$ cat config.mk
export PLATFORM = sky130hd
export DESIGN_NAME = pc_sequencer
export DESIGN_NICKNAME = d
export VERILOG_FILES = /design/src/rtl/cpu_pkg.sv /design/src/rtl/startup_counter.sv /design/src/rtl/pc_sequencer.sv
export SDC_FILE = /design/constraint.sdc
export NUM_CORES = 1
export LEC_CHECK = 0
export CAP_MARGIN = 10
export CORE_MARGIN = 3
export CORE_UTILIZATION = 44
export DETAILED_ROUTE_END_ITERATION = 10
export PLACE_DENSITY = 0.77
export SYNTH_ARGS = -nofsm -noshare
export SYNTH_HDL_FRONTEND = slang
export SYNTH_SLANG_ARGS = --single-unit
$ cat constraint.sdc
create_clock -name clock -period 2.7 [get_ports clock]
set_input_delay 0.54 -clock clock [delete_from_list [all_inputs] [get_ports clock]]
set_output_delay 0.54 -clock clock [all_outputs]
set_load 0.03 [all_outputs]
$ cat src/rtl/cpu_pkg.sv
// Shared CPU definitions: sequencer state encoding and default datapath widths/opcodes
// used by the fetch sequencer, decode and ROB.
package cpu_pkg;

  localparam int unsigned AddrWDefault    = 32;
  localparam int unsigned OpWDefault      = 6;
  localparam logic [5:0]  BranchOpDefault = 6'b001000;

  typedef enum logic [1:0] {
    StWait = 2'd0,
    StRun  = 2'd1,
    StHalt = 2'd2
  } seq_state_e;

endpackage

$ cat src/rtl/startup_counter.sv
// Post-reset hold-off down-counter; done rises once CYCLES enabled clocks have elapsed
// and stays high until the next reset.
module startup_counter #(
  parameter int unsigned CYCLES = 200
) (
  input  logic clock,
  input  logic reset_n,
  input  logic enable,
  output logic done
);

  localparam int unsigned    CntW    = (CYCLES > 0) ? $clog2(CYCLES + 1) : 1;
  localparam logic [CntW-1:0] CntInit = CntW'(CYCLES);

  logic [CntW-1:0] cnt_q;

  always_ff @(posedge clock or negedge reset_n) begin
    if (!reset_n) begin
      cnt_q <= CntInit;
    end else if (enable && (cnt_q != '0)) begin
      cnt_q <= cnt_q - CntW'(1);
    end
  end

  assign done = (cnt_q == '0);

endmodule

$ cat src/rtl/pc_sequencer.sv
// Fetch PC sequencer: issues one address per cycle to decode when all tracked units are
// empty, with flush/branch redirects that survive stalls, startup hold-off and halt.
module pc_sequencer
  import cpu_pkg::*;
#(
  parameter int unsigned       ADDR_W         = AddrWDefault,
  parameter int unsigned       NUM_CH         = 5,
  parameter int unsigned       INCR           = 1,
  parameter logic [ADDR_W-1:0] RESET_PC       = '0,
  parameter int unsigned       STARTUP_CYCLES = 200,
  parameter int unsigned       OP_W           = OpWDefault,
  parameter logic [OP_W-1:0]   BRANCH_OP      = OP_W'(BranchOpDefault),
  parameter int unsigned       STALL_CNT_W    = 16
) (
  input  logic                   clock,
  input  logic                   reset_n,
  input  logic [NUM_CH-1:0]      unit_empty,
  input  logic [OP_W-1:0]        operator_type,
  input  logic                   jump,
  input  logic [ADDR_W-1:0]      jump_pc,
  input  logic                   pc_change,
  input  logic [ADDR_W-1:0]      change_data,
  input  logic                   halt,
  output logic                   available,
  output logic [ADDR_W-1:0]      pc,
  output logic                   decode_pulse,
  output logic                   running,
  output logic [STALL_CNT_W-1:0] stall_count
);

  localparam logic [ADDR_W-1:0] IncrVal = ADDR_W'(INCR);

  seq_state_e             state_q;
  logic [ADDR_W-1:0]      pc_q;
  logic [ADDR_W-1:0]      next_pc_q;
  logic                   available_q;
  logic                   decode_q;
  logic                   running_q;
  logic [STALL_CNT_W-1:0] stall_q;

  logic                   all_empty;
  logic                   take_jump;
  logic                   issue;
  logic                   stall_inc;
  logic                   cnt_done;
  logic [ADDR_W-1:0]      fetch_addr;

  startup_counter #(
    .CYCLES (STARTUP_CYCLES)
  ) u_startup_counter (
    .clock   (clock),
    .reset_n (reset_n),
    .enable  (state_q == StWait),
    .done    (cnt_done)
  );

  assign all_empty = &unit_empty;

  // Flush wins over branch; branches are meaningless before the core has started.
  always_comb begin
    take_jump  = jump && (operator_type == BRANCH_OP) && (state_q != StWait);
    fetch_addr = next_pc_q;
    if (pc_change) begin
      fetch_addr = change_data;
    end else if (take_jump) begin
      fetch_addr = jump_pc;
    end
  end

  always_comb begin
    issue     = (state_q == StRun) && !halt && all_empty;
    stall_inc = (state_q == StRun) && !halt && !issue && !(&stall_q);
  end

  always_ff @(posedge clock or negedge reset_n) begin
    if (!reset_n) begin
      state_q     <= StWait;
      pc_q        <= RESET_PC;
      next_pc_q   <= RESET_PC;
      available_q <= 1'b0;
      decode_q    <= 1'b0;
      running_q   <= 1'b0;
      stall_q     <= '0;
    end else begin
      available_q <= all_empty;
      decode_q    <= issue;

      // Without an issue the selected address is parked so a redirect is never lost.
      if (issue) begin
        pc_q      <= fetch_addr;
        next_pc_q <= fetch_addr + IncrVal;
      end else begin
        next_pc_q <= fetch_addr;
      end

      if (stall_inc) begin
        stall_q <= stall_q + STALL_CNT_W'(1);
      end

      case (state_q)
        StWait: begin
          if (cnt_done) begin
            state_q   <= StRun;
            running_q <= 1'b1;
          end
        end
        StRun: begin
          if (halt) begin
            state_q <= StHalt;
          end
        end
        StHalt: begin
          if (!halt) begin
            state_q <= StRun;
          end
        end
        default: state_q <= StWait;
      endcase
    end
  end

  assign available    = available_q;
  assign pc           = pc_q;
  assign decode_pulse = decode_q;
  assign running      = running_q;
  assign stall_count  = stall_q;

endmodule

Word-level counts from Yosys, hierarchy flattened

Index checks and enable logic that the tools add are counted.

Memory bits (read-only): 0
Bits in writable memories: 0
Word-level logic and storage cells: 42
Register bits: 93
Bits of input ports: 80
Memories kept: 0
Bits in latches: 0
Output and inout port bits: 51

$lt $le $gt $ge: 0
Muxes and demuxes: 7
Add/sub/neg operators: 3
Multiply operators: 0
Reduce and logical (&&, ||, !) cells: 18
Equal/unequal tests: 6
Shift operators: 0
Bitwise gates (word level): 0
Divide/modulo/power cells: 0

Operators with widths:

| cell                  | count |
|---|---|
| $mux 32               | 3 |
| $add 32x1->32 const B | 1 |
| $add 16x1->16 const B | 1 |
| $reduce_and 16->1     | 1 |
| $logic_not 8->1       | 1 |
| $reduce_bool 8->1     | 1 |
| $sub 8x1->8 const B   | 1 |
| $logic_and 1x1->1     | 7 |
| $eq 6x4->1 const B    | 1 |
| $mux 2                | 3 |
| $ne 2x2->1 const B    | 3 |
| $pmux 2 s3            | 1 |
| $reduce_and 5->1      | 1 |
| $logic_not 1->1       | 3 |
| $reduce_and 3->1      | 1 |
| $eq 2x1->1 const B    | 1 |
| $eq 2x2->1 const B    | 1 |
| $logic_not 2->1       | 1 |
| $reduce_and 2->1      | 1 |
| $reduce_bool 2->1     | 1 |

Longest topological paths before layout

Depth in word-level cells: 7
Depth in mapped cells: 10
Gate-level depth less buffers: 8

Cells and area by module

From an unflattened synthesis, not the netlist that was laid out.

Cell total of the unflattened synthesis: 459
Area, all modules: 4972.3 um2

Modules (own cells, without submodules):

| module          | area an instance (um2) | times used | cells each | sequential area each (um2) |
|---|---|---|---|---|
| pc_sequencer    | 4545.6                 | 1          | 418        | 2127.0 |
| startup_counter | 426.7                  | 1          | 41         | 203.9 |

Least setup slack after synthesis

Ideal clock, no wire load.

Kind: input to register
From: input operator_type[1]
To: register next_pc_q[30]
Setup slack: -0.117 ns
Arrival: 2.684 ns
Data required time: 2.567 ns
Setup time: 0.133 ns
Path buffers: 1
Stages on the path: 8
Cell sequence: or4b_4 -> nor3_4 -> buf_2 -> mux2i_1 -> o2111ai_1 -> nor4_2 -> nand4_1 -> xnor2_1

Longest elaborated chain between the ends: 7

RTL lines:

| what                             | line               | text |
|---|---|---|
| from (decl)                      | pc_sequencer.sv:18 | `input logic [OP_W-1:0] operator_type,` |
| $eq 6x4->1 *                     | pc_sequencer.sv:61 | `take_jump = jump && (operator_type == BRANCH_OP) && (state_q != StWait);` |
| $logic_and 1x1->1 * (2 in a row) | pc_sequencer.sv:61 |  |
| $mux 32 *                        | pc_sequencer.sv:65 | `end else if (take_jump) begin` |
| $mux 32 *                        | pc_sequencer.sv:63 | `if (pc_change) begin` |
| $add 32x1->32                    | pc_sequencer.sv:91 | `next_pc_q <= fetch_addr + IncrVal;` |
| $mux 32 *                        | pc_sequencer.sv:89 | `if (issue) begin` |
| to (signal assigned)             | pc_sequencer.sv:91 |  |
| to (signal assigned)             | pc_sequencer.sv:93 | `next_pc_q <= fetch_addr;` |
| to (decl)                        | pc_sequencer.sv:35 | `logic [ADDR_W-1:0] next_pc_q;` |

Every way passes the cells marked *; elsewhere a longest branch is shown, timed or not.
A chain may end at the register's enable or synchronous reset.

Worst setup path after layout

From: input jump
To: register next_pc_q[30]

Longest elaborated chain between the ends: 6

RTL lines:

| what                           | line               | text |
|---|---|---|
| from (decl)                    | pc_sequencer.sv:19 | `input logic jump,` |
| $logic_and 1x1->1 (2 in a row) | pc_sequencer.sv:61 |  |
| $mux 32                        | pc_sequencer.sv:65 |  |
| $mux 32                        | pc_sequencer.sv:63 |  |
| via fetch_addr[0]              | pc_sequencer.sv:46 | `logic [ADDR_W-1:0] fetch_addr;` |
| $add 32x1->32                  | pc_sequencer.sv:91 |  |
| $mux 32                        | pc_sequencer.sv:89 |  |

The timed path passes the listed nets, and every way through them passes these cells.

==> summary.txt <==
run status = completed
initial core utilization = 0.455
final worst setup slack = 0.0587 ns
Hold WC Path Type = in2async
number of standard cells after synthesis = 519
internal power of the cells = 3.28 mW
global-route total usage across every layer = 0.254
Synth area leader = dfrtp_1
logic gate share of total power = 0.400
Worst path max stage delay = 0.49 ns
maximum level of the CTS H-tree = 3
cell chosen for the clock root = clkbuf_16
number of flip-flops and latches in the synthesized netlist = 93
endpoint kind of the worst setup timing path = register
I/O pin count = 131
top cell types by occurrence after synthesis = nand2_1, dfrtp_1, xnor2_1
number of enable-type register cells in the synthesized netlist = 0
largest net degree at the start of global routing = 53
routability congestion estimate = 0.950
final slew viol count = 0
PwrDens = 651 nW/um2
Critical Path AT = 2.91 ns
DRC violations left = 0
fraction of the yosys area taken by sequential cells = 0.469
cells along the critical path = dlygate4sd2_1, or4b_4, buf_4, o31ai_1, a21oi_2, ha_2, nand2_1, nor4_2, buf_4, nand4_1, xnor2_1
total number of nets in the final design = 828
critical path's most frequent cell = buf_4
achievable clock frequency = 379 MHz
endpoint required time on the critical path = 2.97 ns
sequential share of power = 0.357
worst clock skew on the final layout = 0.00649 ns
Filler cells = 804
slowest library cell on the worst path = or4b_4
total inserted antenna cells = 0
vias per cell = 5.61
vias after detailed routing = 4,984
Clk pin slew, worst setup/hold paths = 0.06 ns
placement row count = 38
Antenna Violating Nets Remaining = 0
static leakage = 3.37 nW
first-pass GRT wire length = 25,600 um
area grow syn2layout = 56.7%
number of buffers inserted by hold repair at cts = 0
clock network fraction of total power = 0.242
post-synth cell types = 58
share of async-settable or async-resettable flops after synthesis = 1.00
Most used DFF post-synth = dfrtp_1
max_slew headroom = 0.622
Port Buf Inserts = 130
number of global-route vias before repair = 4,950
count of yosys warnings during synthesis = 0
x dimension of the die = 112 um
worst-skew pair later-pin latency = 0.34 ns
Final min period = 2.64 ns
setup repair after global routing missed its margin = true
TritonCTS Sinks = 93
Net Count, Synth = 603
worst hold margin = 0.184 ns
detail-routed net length per standard cell = 18.4 um
part of the cycle the worst path needs = 0.978
pin slew with the least headroom to its limit = 0.567 ns
number of max-cap violations = 0
post-synthesis instance area = 4970 um2
area of the die = 12,600 um2
cell types occupying the most area after synthesis = dfrtp_1, nand2_1, xnor2_1
TritonCTS buffer count = 9
launching element type of the critical path = input pin
fraction of synthesized cell area taken by the top area cell type = 0.453
proportion of layout cells with a drive suffix above 1 = 0.248
First DRT Iteration DRCs = 425
number of detailed-routing iterations run before antenna repair = 5
most common cell in the synthesized netlist = nand2_1
startpoint-to-endpoint class of the critical path = in2reg
TritonCTS clock tree = done
switching power of the nets = 1.79 mW
height of the chip = 112 um
initial antenna violation count = 0
CP Max Fanout = 20
buffers from clock root to sink, at most = 2
pre-CTS setup slack = -0.689 ns
Worst IR Drop VDD = 0.487 mV
grt total ovfl = 0
switching share of total power = 0.353
Placeable Area = 10,900 um2
overall routed net length = 16,400 um
setup violators final = 0
total count of hold-check failures in the final report = 0
post-detail-place hpwl = 11,500 um
syn avg cell area = 9.58 um2
==> layout by cell type, fill, tap and decap left out, types with 3 or more instances in the layout <==
cell | Yosys | layout
clkdlybuf4s50_1 | 0 | 121
nand2_1 | 120 | 120
buf_4 | 2 | 93
dfrtp_1 | 90 | 90
xnor2_1 | 44 | 44
nor2_1 | 25 | 23
nand3_1 | 23 | 21
nand4_1 | 21 | 21
o31ai_1 | 20 | 20
a41oi_1 | 17 | 15
o21ai_0 | 16 | 15
a2bb2oi_2 | 3 | 11
clkbuf_16 | 0 | 11
buf_6 | 1 | 10
xor2_1 | 8 | 8
a2bb2oi_1 | 15 | 7
a21oi_1 | 8 | 7
a31oi_1 | 7 | 6
buf_12 | 0 | 6
mux2i_1 | 7 | 5
and3_1 | 4 | 4
inv_1 | 4 | 3
and4_1 | 3 | 3
nor3_4 | 1 | 3
and2_1 | 3 | 3
nor3_1 | 4 | 3
a21o_1 | 3 | 3
mux2_2 | 3 | 3
ha_1 | 4 | 3
clkbuf_8 | 0 | 3
clkbuf_2 | 0 | 3
buf_8 | 0 | 3
dfstp_2 | 3 | 3
==> layout make-up <==
cell class / count / area (um2) / area share
repair buffers: 243 / 2290 / 0.294
clock inverters: 2 / 16.3 / 0.00209
clock buffers: 14 / 274 / 0.0352
multi-input cells: 392 / 2680 / 0.344
inverters: 5 / 18.8 / 0.00241
flip-flops and latches: 93 / 2330 / 0.299
well taps: 140 / 175 / 0.0225
==> critical path, delay by kind of cell <==
kind | cells | cell delay [ns]
and+or+nand+nor | 4 | 0.80
AOI/OAI and AO/OA | 2 | 0.60
buffers and inverters | 3 | 0.60
adders and majority gates | 1 | 0.21
xor gates and xnor gates | 1 | 0.12
==> repair_timing <==
item	in CTS	in global routing
cloned	2	3
buffers inserted	9	18
setup endpoints to repair	25	25
resized for setup	36	34
pin swaps	23	21
==> flip-flops by register name, indices dropped and copies added (netlist names) <==
name	cells
pc	32
next_pc_q	32
decode_pulse	1
u_startup_counter.cnt_q	8
state_q	2
stall_count	16
available	1
running	1
==> through the flow <==
step                      TNS (ns)   util  total power [mW]  instances  area (um2)
after global placement      -15.06  0.643              3.66        841        7030
after global routing        -0.288  0.712              5.32        889        7790
after floorplan            -0.0103      -              2.79        519        5020
after detailed placement    -15.96  0.643              3.71        841        7030
after CTS                        0  0.686              4.98        868        7510
final                            0  0.712              5.07        889        7790
==> final timing paths <==
kind	start	endpoint	slack [ns]	depth (start not counted)
max	jump	next_pc_q[30]	0.06	11
min	reset_n	pc[1]	0.18	1
max reg2reg	state_q[1]	next_pc_q[31]	0.18	8
min reg2reg	pc[15]	pc[15]	0.47	2
max in group asynchronous	reset_n	u_startup_counter.cnt_q[6]	1.79	2
min in group clock	pc[15]	pc[15]	0.47	2
==> routing by layer <==
layer	part of all wire	vias to the layer above	global-route usage
met5	0	-	0
met4	0.029	0	0.0921
met3	0.067	40	0.0388
met2	0.48	214	0.407
met1	0.43	2422	0.352
li1	-	2308	-
==> power groups by stage <==
stage	Sequential, mW	Combinational, mW	Clock (mW)
6_report	1.81	2.03	1.23
5_1_grt	1.85	2.15	1.31
4_1_cts	1.81	1.92	1.25
3_5_place_dp	1.83	1.88	0
3_3_place_gp	1.82	1.84	0
2_1_floorplan	2.22	0.569	0
==> cells by family after synthesis <==
kind of cell	share of synthesized area
adder cells (fa/ha/maj)	0.0101
XOR/XNOR	0.0916
AO/OA/AOI/OAI	0.152
buffers and inverters	0.0312
flip-flops	0.469
AND/OR/NAND/NOR	0.226
multiplexers	0.0209
Note: power is estimated with default switching activity, not from simulation.
